$ cat src/rtl/node_pwr_scheduler.sv
// Staggered per-node P12V enable scheduler: one node at a time on, power-good timeout,
// latched power-good-loss faults, and ordered highest-index-first power-off.
module node_pwr_scheduler #(
  parameter int unsigned NODES         = 4,
  parameter int unsigned STAGGER_MS    = 20,
  parameter int unsigned PG_TIMEOUT_MS = 150,
  parameter int unsigned OFF_GAP_MS    = 10
) (
  input  logic             iClk,
  input  logic             iRst,
  input  logic             iTick_1ms,
  input  logic             iBulk_EN,
  input  logic [NODES-1:0] iNode_Req,
  input  logic [NODES-1:0] iNode_PWRGD,
  input  logic             iFault_Clear,
  output logic [NODES-1:0] oNode_EN,
  output logic [NODES-1:0] oNode_Fault,
  output logic             oAll_PWRGD,
  output logic             oBusy,
  output logic [3:0]       oDBG_FSM
);

  localparam logic [2:0] StIdle    = 3'd0;
  localparam logic [2:0] StSelect  = 3'd1;
  localparam logic [2:0] StWaitPg  = 3'd2;
  localparam logic [2:0] StStagger = 3'd3;
  localparam logic [2:0] StOn      = 3'd4;
  localparam logic [2:0] StOff     = 3'd5;
  localparam logic [2:0] StOffGap  = 3'd6;

  localparam logic [NODES-1:0] OneHot0 = NODES'(1);

  logic [2:0]       state_q, state_d;
  logic [15:0]      timer_q, timer_d;
  logic             entry_q;
  logic [2:0]       cur_q, cur_d;
  logic [NODES-1:0] en_q, en_d;
  logic [NODES-1:0] fault_q, fault_d;
  logic [NODES-1:0] pg_seen_q, pg_seen_d;
  logic             all_pg_q, all_pg_d;

  logic [NODES-1:0] eligible, pg_loss, cur_mask, low_mask, hi_mask;
  logic [2:0]       low_idx, hi_idx;
  logic             any_elig, tick_cnt;
  logic [16:0]      timer_inc;
  logic             pg_done, stagger_done, gap_done;

  assign eligible  = iNode_Req & ~en_q & ~fault_q;
  assign any_elig  = |eligible;
  assign pg_loss   = pg_seen_q & en_q & ~iNode_PWRGD;
  assign cur_mask  = OneHot0 << cur_q;
  assign low_mask  = OneHot0 << low_idx;
  assign hi_mask   = OneHot0 << hi_idx;

  // The first cycle in a state never counts a tick, so every wait is a whole number of ticks.
  assign tick_cnt     = iTick_1ms & ~entry_q;
  assign timer_inc    = {1'b0, timer_q} + 17'd1;
  assign pg_done      = tick_cnt && (timer_inc >= 17'(PG_TIMEOUT_MS));
  assign stagger_done = tick_cnt && (timer_inc >= 17'(STAGGER_MS));
  assign gap_done     = tick_cnt && (timer_inc >= 17'(OFF_GAP_MS));

  always_comb begin
    low_idx = 3'd0;
    for (int i = int'(NODES) - 1; i >= 0; i--) begin
      if (eligible[i]) low_idx = 3'(i);
    end
  end

  always_comb begin
    hi_idx = 3'd0;
    for (int i = 0; i < int'(NODES); i++) begin
      if (en_q[i]) hi_idx = 3'(i);
    end
  end

  always_comb begin
    state_d = state_q;
    cur_d   = cur_q;
    en_d    = en_q;
    fault_d = fault_q;
    if (iFault_Clear) fault_d = '0;

    if (!iBulk_EN && (state_q inside {StSelect, StWaitPg, StStagger, StOn})) begin
      state_d = StOff;
    end else begin
      case (state_q)
        StIdle: begin
          en_d = '0;
          if (iBulk_EN && any_elig) state_d = StSelect;
        end
        StSelect: begin
          if (any_elig) begin
            cur_d   = low_idx;
            en_d    = en_d | low_mask;
            state_d = StWaitPg;
          end else begin
            state_d = StOn;
          end
        end
        StWaitPg: begin
          if (|(iNode_PWRGD & cur_mask)) begin
            state_d = StStagger;
          end else if (pg_done) begin
            en_d    = en_d & ~cur_mask;
            fault_d = fault_d | cur_mask;
            state_d = StStagger;
          end
        end
        StStagger: begin
          if (stagger_done) state_d = StSelect;
        end
        StOn: begin
          // A dropped request turns its node off immediately, bypassing the off sequence.
          en_d = en_d & iNode_Req;
          if (any_elig) state_d = StSelect;
        end
        StOff: begin
          en_d    = en_d & ~hi_mask;
          state_d = StOffGap;
        end
        StOffGap: begin
          if (gap_done) state_d = (|en_q) ? StOff : StIdle;
        end
        default: begin
          en_d    = '0;
          state_d = StIdle;
        end
      endcase
    end

    // Applied last so a fault raised this cycle wins over a simultaneous clear.
    if (state_q inside {StSelect, StStagger, StOn}) begin
      en_d    = en_d & ~pg_loss;
      fault_d = fault_d | pg_loss;
    end
  end

  always_comb begin
    timer_d = timer_q;
    if (state_d != state_q) begin
      timer_d = '0;
    end else if (tick_cnt && (timer_q != 16'hFFFF)) begin
      timer_d = timer_q + 16'd1;
    end
  end

  assign pg_seen_d = en_q & (pg_seen_q | iNode_PWRGD);
  assign all_pg_d  = (state_q == StOn) & (|en_q) & ~(|(en_q & ~iNode_PWRGD));

  always_ff @(posedge iClk) begin
    if (iRst) begin
      state_q   <= StIdle;
      timer_q   <= '0;
      entry_q   <= 1'b0;
      cur_q     <= '0;
      en_q      <= '0;
      fault_q   <= '0;
      pg_seen_q <= '0;
      all_pg_q  <= 1'b0;
    end else begin
      state_q   <= state_d;
      timer_q   <= timer_d;
      entry_q   <= (state_d != state_q);
      cur_q     <= cur_d;
      en_q      <= en_d;
      fault_q   <= fault_d;
      pg_seen_q <= pg_seen_d;
      all_pg_q  <= all_pg_d;
    end
  end

  assign oNode_EN    = en_q;
  assign oNode_Fault = fault_q;
  assign oAll_PWRGD  = all_pg_q;
  assign oBusy       = state_q inside {StSelect, StWaitPg, StStagger, StOff, StOffGap};
  assign oDBG_FSM    = {1'b0, state_q};

endmodule

$ cat config.mk
export PLATFORM = sky130hd
export DESIGN_NAME = node_pwr_scheduler
export DESIGN_NICKNAME = d
export VERILOG_FILES = /design/src/rtl/node_pwr_scheduler.sv
export SDC_FILE = /design/constraint.sdc
export NUM_CORES = 1
export LEC_CHECK = 0
export CORE_MARGIN = 10
export CORE_UTILIZATION = 62
export CTS_CLUSTER_SIZE = 14
export DETAILED_ROUTE_END_ITERATION = 8
export PLACE_DENSITY_LB_ADDON = 0.1
export SYNTH_ARGS = -nofsm -noshare
export SYNTH_HDL_FRONTEND = slang
export SYNTH_SLANG_ARGS = --single-unit
$ cat constraint.sdc
create_clock -name iClk -period 4.8 [get_ports iClk]
set_input_delay 0.48 -clock iClk [delete_from_list [all_inputs] [get_ports iClk]]
set_output_delay 0.48 -clock iClk [all_outputs]
set_load 0.02 [all_outputs]
==> summary.md <==
| Metric | Value |
|---|---|
| Outcome | complete, no violations |
| Pwr/cell area | 241 nW/um^2 |
| Rows | 23 |
| Wire length on met1 | 3140 microns |
| Routed WL | 6740 microns |
| CTS buffer count | 5 |
| Post-synthesis adder-cell area fraction | 1.35% |
| Post-CTS sizing | 0 |
| Met2 routed WL | 2870 microns |
| Post-Syn Area | 2590 sq um |
| Yosys warnings | 0 |
| Part of the cycle the worst path needs | 78.5% |
| Starting Density | 64.3% |
| Min cycle time layout | 3.77 ns |
| First-pass GRT wire length | 11,700 microns |
| Post-synthesis sequential area ratio | 27.0% |
| Largest cells by area after synthesis | dfxtp_1 (27%), xor2_1 (4.1%), nor4_2 (3.9%) |
| Hold Path Origin | pg_seen_q[1] |
| Die height | 84.7 microns |
| Clock Skew | 0.00671 ns |
| CP Capture Type | register |
| Largest net degree at the start of global routing | 31 |
| DRC Markers | 0 |
| Total GRT Usage | 18.9% |
| Vias in the first global route | 2,442 |
| Syn nets | 341 |
| Crit. Startpoint | timer_q[0] |
| Relative slew slack | 31.9% |
| # hold bufs at CTS | 0 |
| Skew-Pair Late Insertion Delay | 0.30 ns |
| WP data required | 4.99 ns |
| Initial detailed-routing violation count | 323 |
| EDFF count, synth | 0 |
| Clk slew on worst S/H paths | 0.07 ns |
| Routed Antenna Nets | 0 |
| Main combinational cell family by area after synthesis | simple AND/OR/NAND/NOR gates |
| Routability cong. | 0.937 |
| Setup ws final | 1.03 ns |
| Maxcap violations | 0 |
| Post-synth top area share | 27.0% |
| Area Overhead vs Synth | 12.2% |
| Vias post-DR | 2,569 |
| Top cell type by total area after synthesis | dfxtp_1 |
| Post-Synthesis Cells | 326 |
| Pre-CTS WS | 1.14 ns |
| Post-synthesis mux area share | 0.869% |
| Clock tree buffer depth | 2 |
| PortBufs | 25 |
| Complex-gate fraction of the synthesized area | 23.1% |
| Setup TNS | 0 ns |
| DRT Pass-1 Iters | 5 |
| Core area | 4030 sq um |
| Final Hold Viols | 0 |
| Post-Synth XOR/XNOR Area | 7.38% |
| Max FO, Critical Path | 17 |
| Die span in x | 84.7 microns |
| Via density per instance | 6.62 |
| Worst-margin pin slew | 1.02 ns |
| Post-synth top cells | dfxtp_1 (35), nand2_1 (26), nor2_1 (26) |
| GRT overflow | 0 |
| Root buffer cell | clkbuf_8 |
| Leak | 0.998 nW |
| Layout cells sized above 1 | 8.28% |
| Setup Viol. Count Final | 0 |
| Final nets | 352 |
| Fill count | 335 |
| Post-DR wirelength/cell | 17.4 microns |
| Met3 wire length | 639 microns |
| CTS H-Tree Depth | 2 |
| Worst Hold Class | register to register |
| VDD IR max | 186 uV |
| CP Class | register to register |
| IO Count | 27 |
| Die area | 7170 sq um |
| RSZ-0062 raised after global routing | false |
| CTS sink count | 35 |
| Crit path DAT | 3.96 ns |
| Reg2reg start | timer_q[0] |
| Async S/R FF share, synth | 0% |
| Simple-gate share of the synthesized area | 34.7% |
| Post-synthesis sequential element count | 35 |
| Startpoint Class | register |
| DR top layer | met4 |
| Fmax | 265 MHz |
| Most frequent cell after synthesis | dfxtp_1 |
| Ant diodes | 0 |
| Number of distinct library cells after synthesis | 61 |
| Final Slew Violations | 0 |
| Post-CTS Setup Repair Bufs | 0 |
| Synthesized area per cell | 7.95 sq um |
| Main flop type after synthesis | dfxtp_1 |
| CTS tree | built |
| Initial antenna violation count | 0 |
| DP HPWL | 4870 microns |
## sequential cells by signal, summed over array words and instances, names as in the netlist
register / flops
oNode_Fault: 4
cur_q: 2
state_q: 3
entry_q: 1
oNode_EN: 4
pg_seen_q: 4
timer_q: 16
oAll_PWRGD: 1
## cell type report
type | count | area, sq um | share of cell area, %
Clock buffer | 8 | 100 | 3.44
Inverter | 9 | 33.8 | 1.16
Multi-Input combinational cell | 260 | 1750 | 60.3
Sequential cell | 35 | 701 | 24.1
Tap cell | 50 | 62.6 | 2.15
Timing Repair Buffer | 26 | 258 | 8.86
## layout by cell type, fill, tap and decap left out, types with 7 or more instances in the layout
cell type	n
dfxtp_1	35
nor2_1	26
nand2_1	26
clkdlybuf4s50_1	25
nand3_1	17
a21oi_1	17
o21ai_0	15
xor2_1	12
nor4_1	12
a31oi_1	11
nor2b_1	10
nor3_1	10
o211ai_1	9
inv_1	8
xnor2_1	8
nor4_2	8
nand2b_1	7
clkbuf_8	7
## metal layers
metal,track usage (%),up-vias
li1,-,1236
met1,26.2,1182
met2,27.4,136
met3,5.12,15
met4,6.29,0
met5,0,-
## worst paths after layout
kind	endpoint	slack [ns]	cells past startpoint
max	timer_q[2]	1.03	9
min	pg_seen_q[1]	0.46	1
max reg2reg	timer_q[2]	1.03	9
min reg2reg	pg_seen_q[1]	0.46	1
## critical path: stages (launching register included)
cell     delay (ns)
dfxtp_1        0.52
ha_1           0.46
nand3_2        0.20
nor4_1         0.47
xor2_1         0.18
nor3b_1        0.40
a31oi_1        0.18
nand3_1        0.14
nand3_1        0.63
nor4_1         0.48
## per-stage QoR
stage / std cells / hold slack (ns) / utilization, % / area, sq um / power, mW
5_1_grt: 388 / 0.493 / 72.2 / 2910 / 0.730
4_1_cts: 388 / 0.468 / 72.2 / 2910 / 0.700
3_3_place_gp: 380 / 0.446 / 69.7 / 2810 / 0.459
3_5_place_dp: 380 / 0.449 / 69.7 / 2810 / 0.461
6_report: 388 / 0.460 / 72.2 / 2910 / 0.701
2_1_floorplan: 326 / 0.427 / - / 2590 / 0.420
## kinds of logic (layout without fill, tap and decap cells)
logic type / Yosys count / count (layout)
buffers and inverters: 31 / 43
multiplexers: 1 / 1
XOR/XNOR: 21 / 21
adder cells (fa/ha/maj): 3 / 3
flip-flops: 35 / 35
other: 1 / 1
AO/OA/AOI/OAI: 85 / 85
AND/OR/NAND/NOR: 149 / 149
## where the power goes
group	switching, mW	internal [mW]	total, mW
registers	0.0186	0.297	0.315
clock network	0.111	0.131	0.242
logic	0.0927	0.0506	0.143
total	0.222	0.478	0.701
No activity file was read; power rests on OpenSTA's default activity.
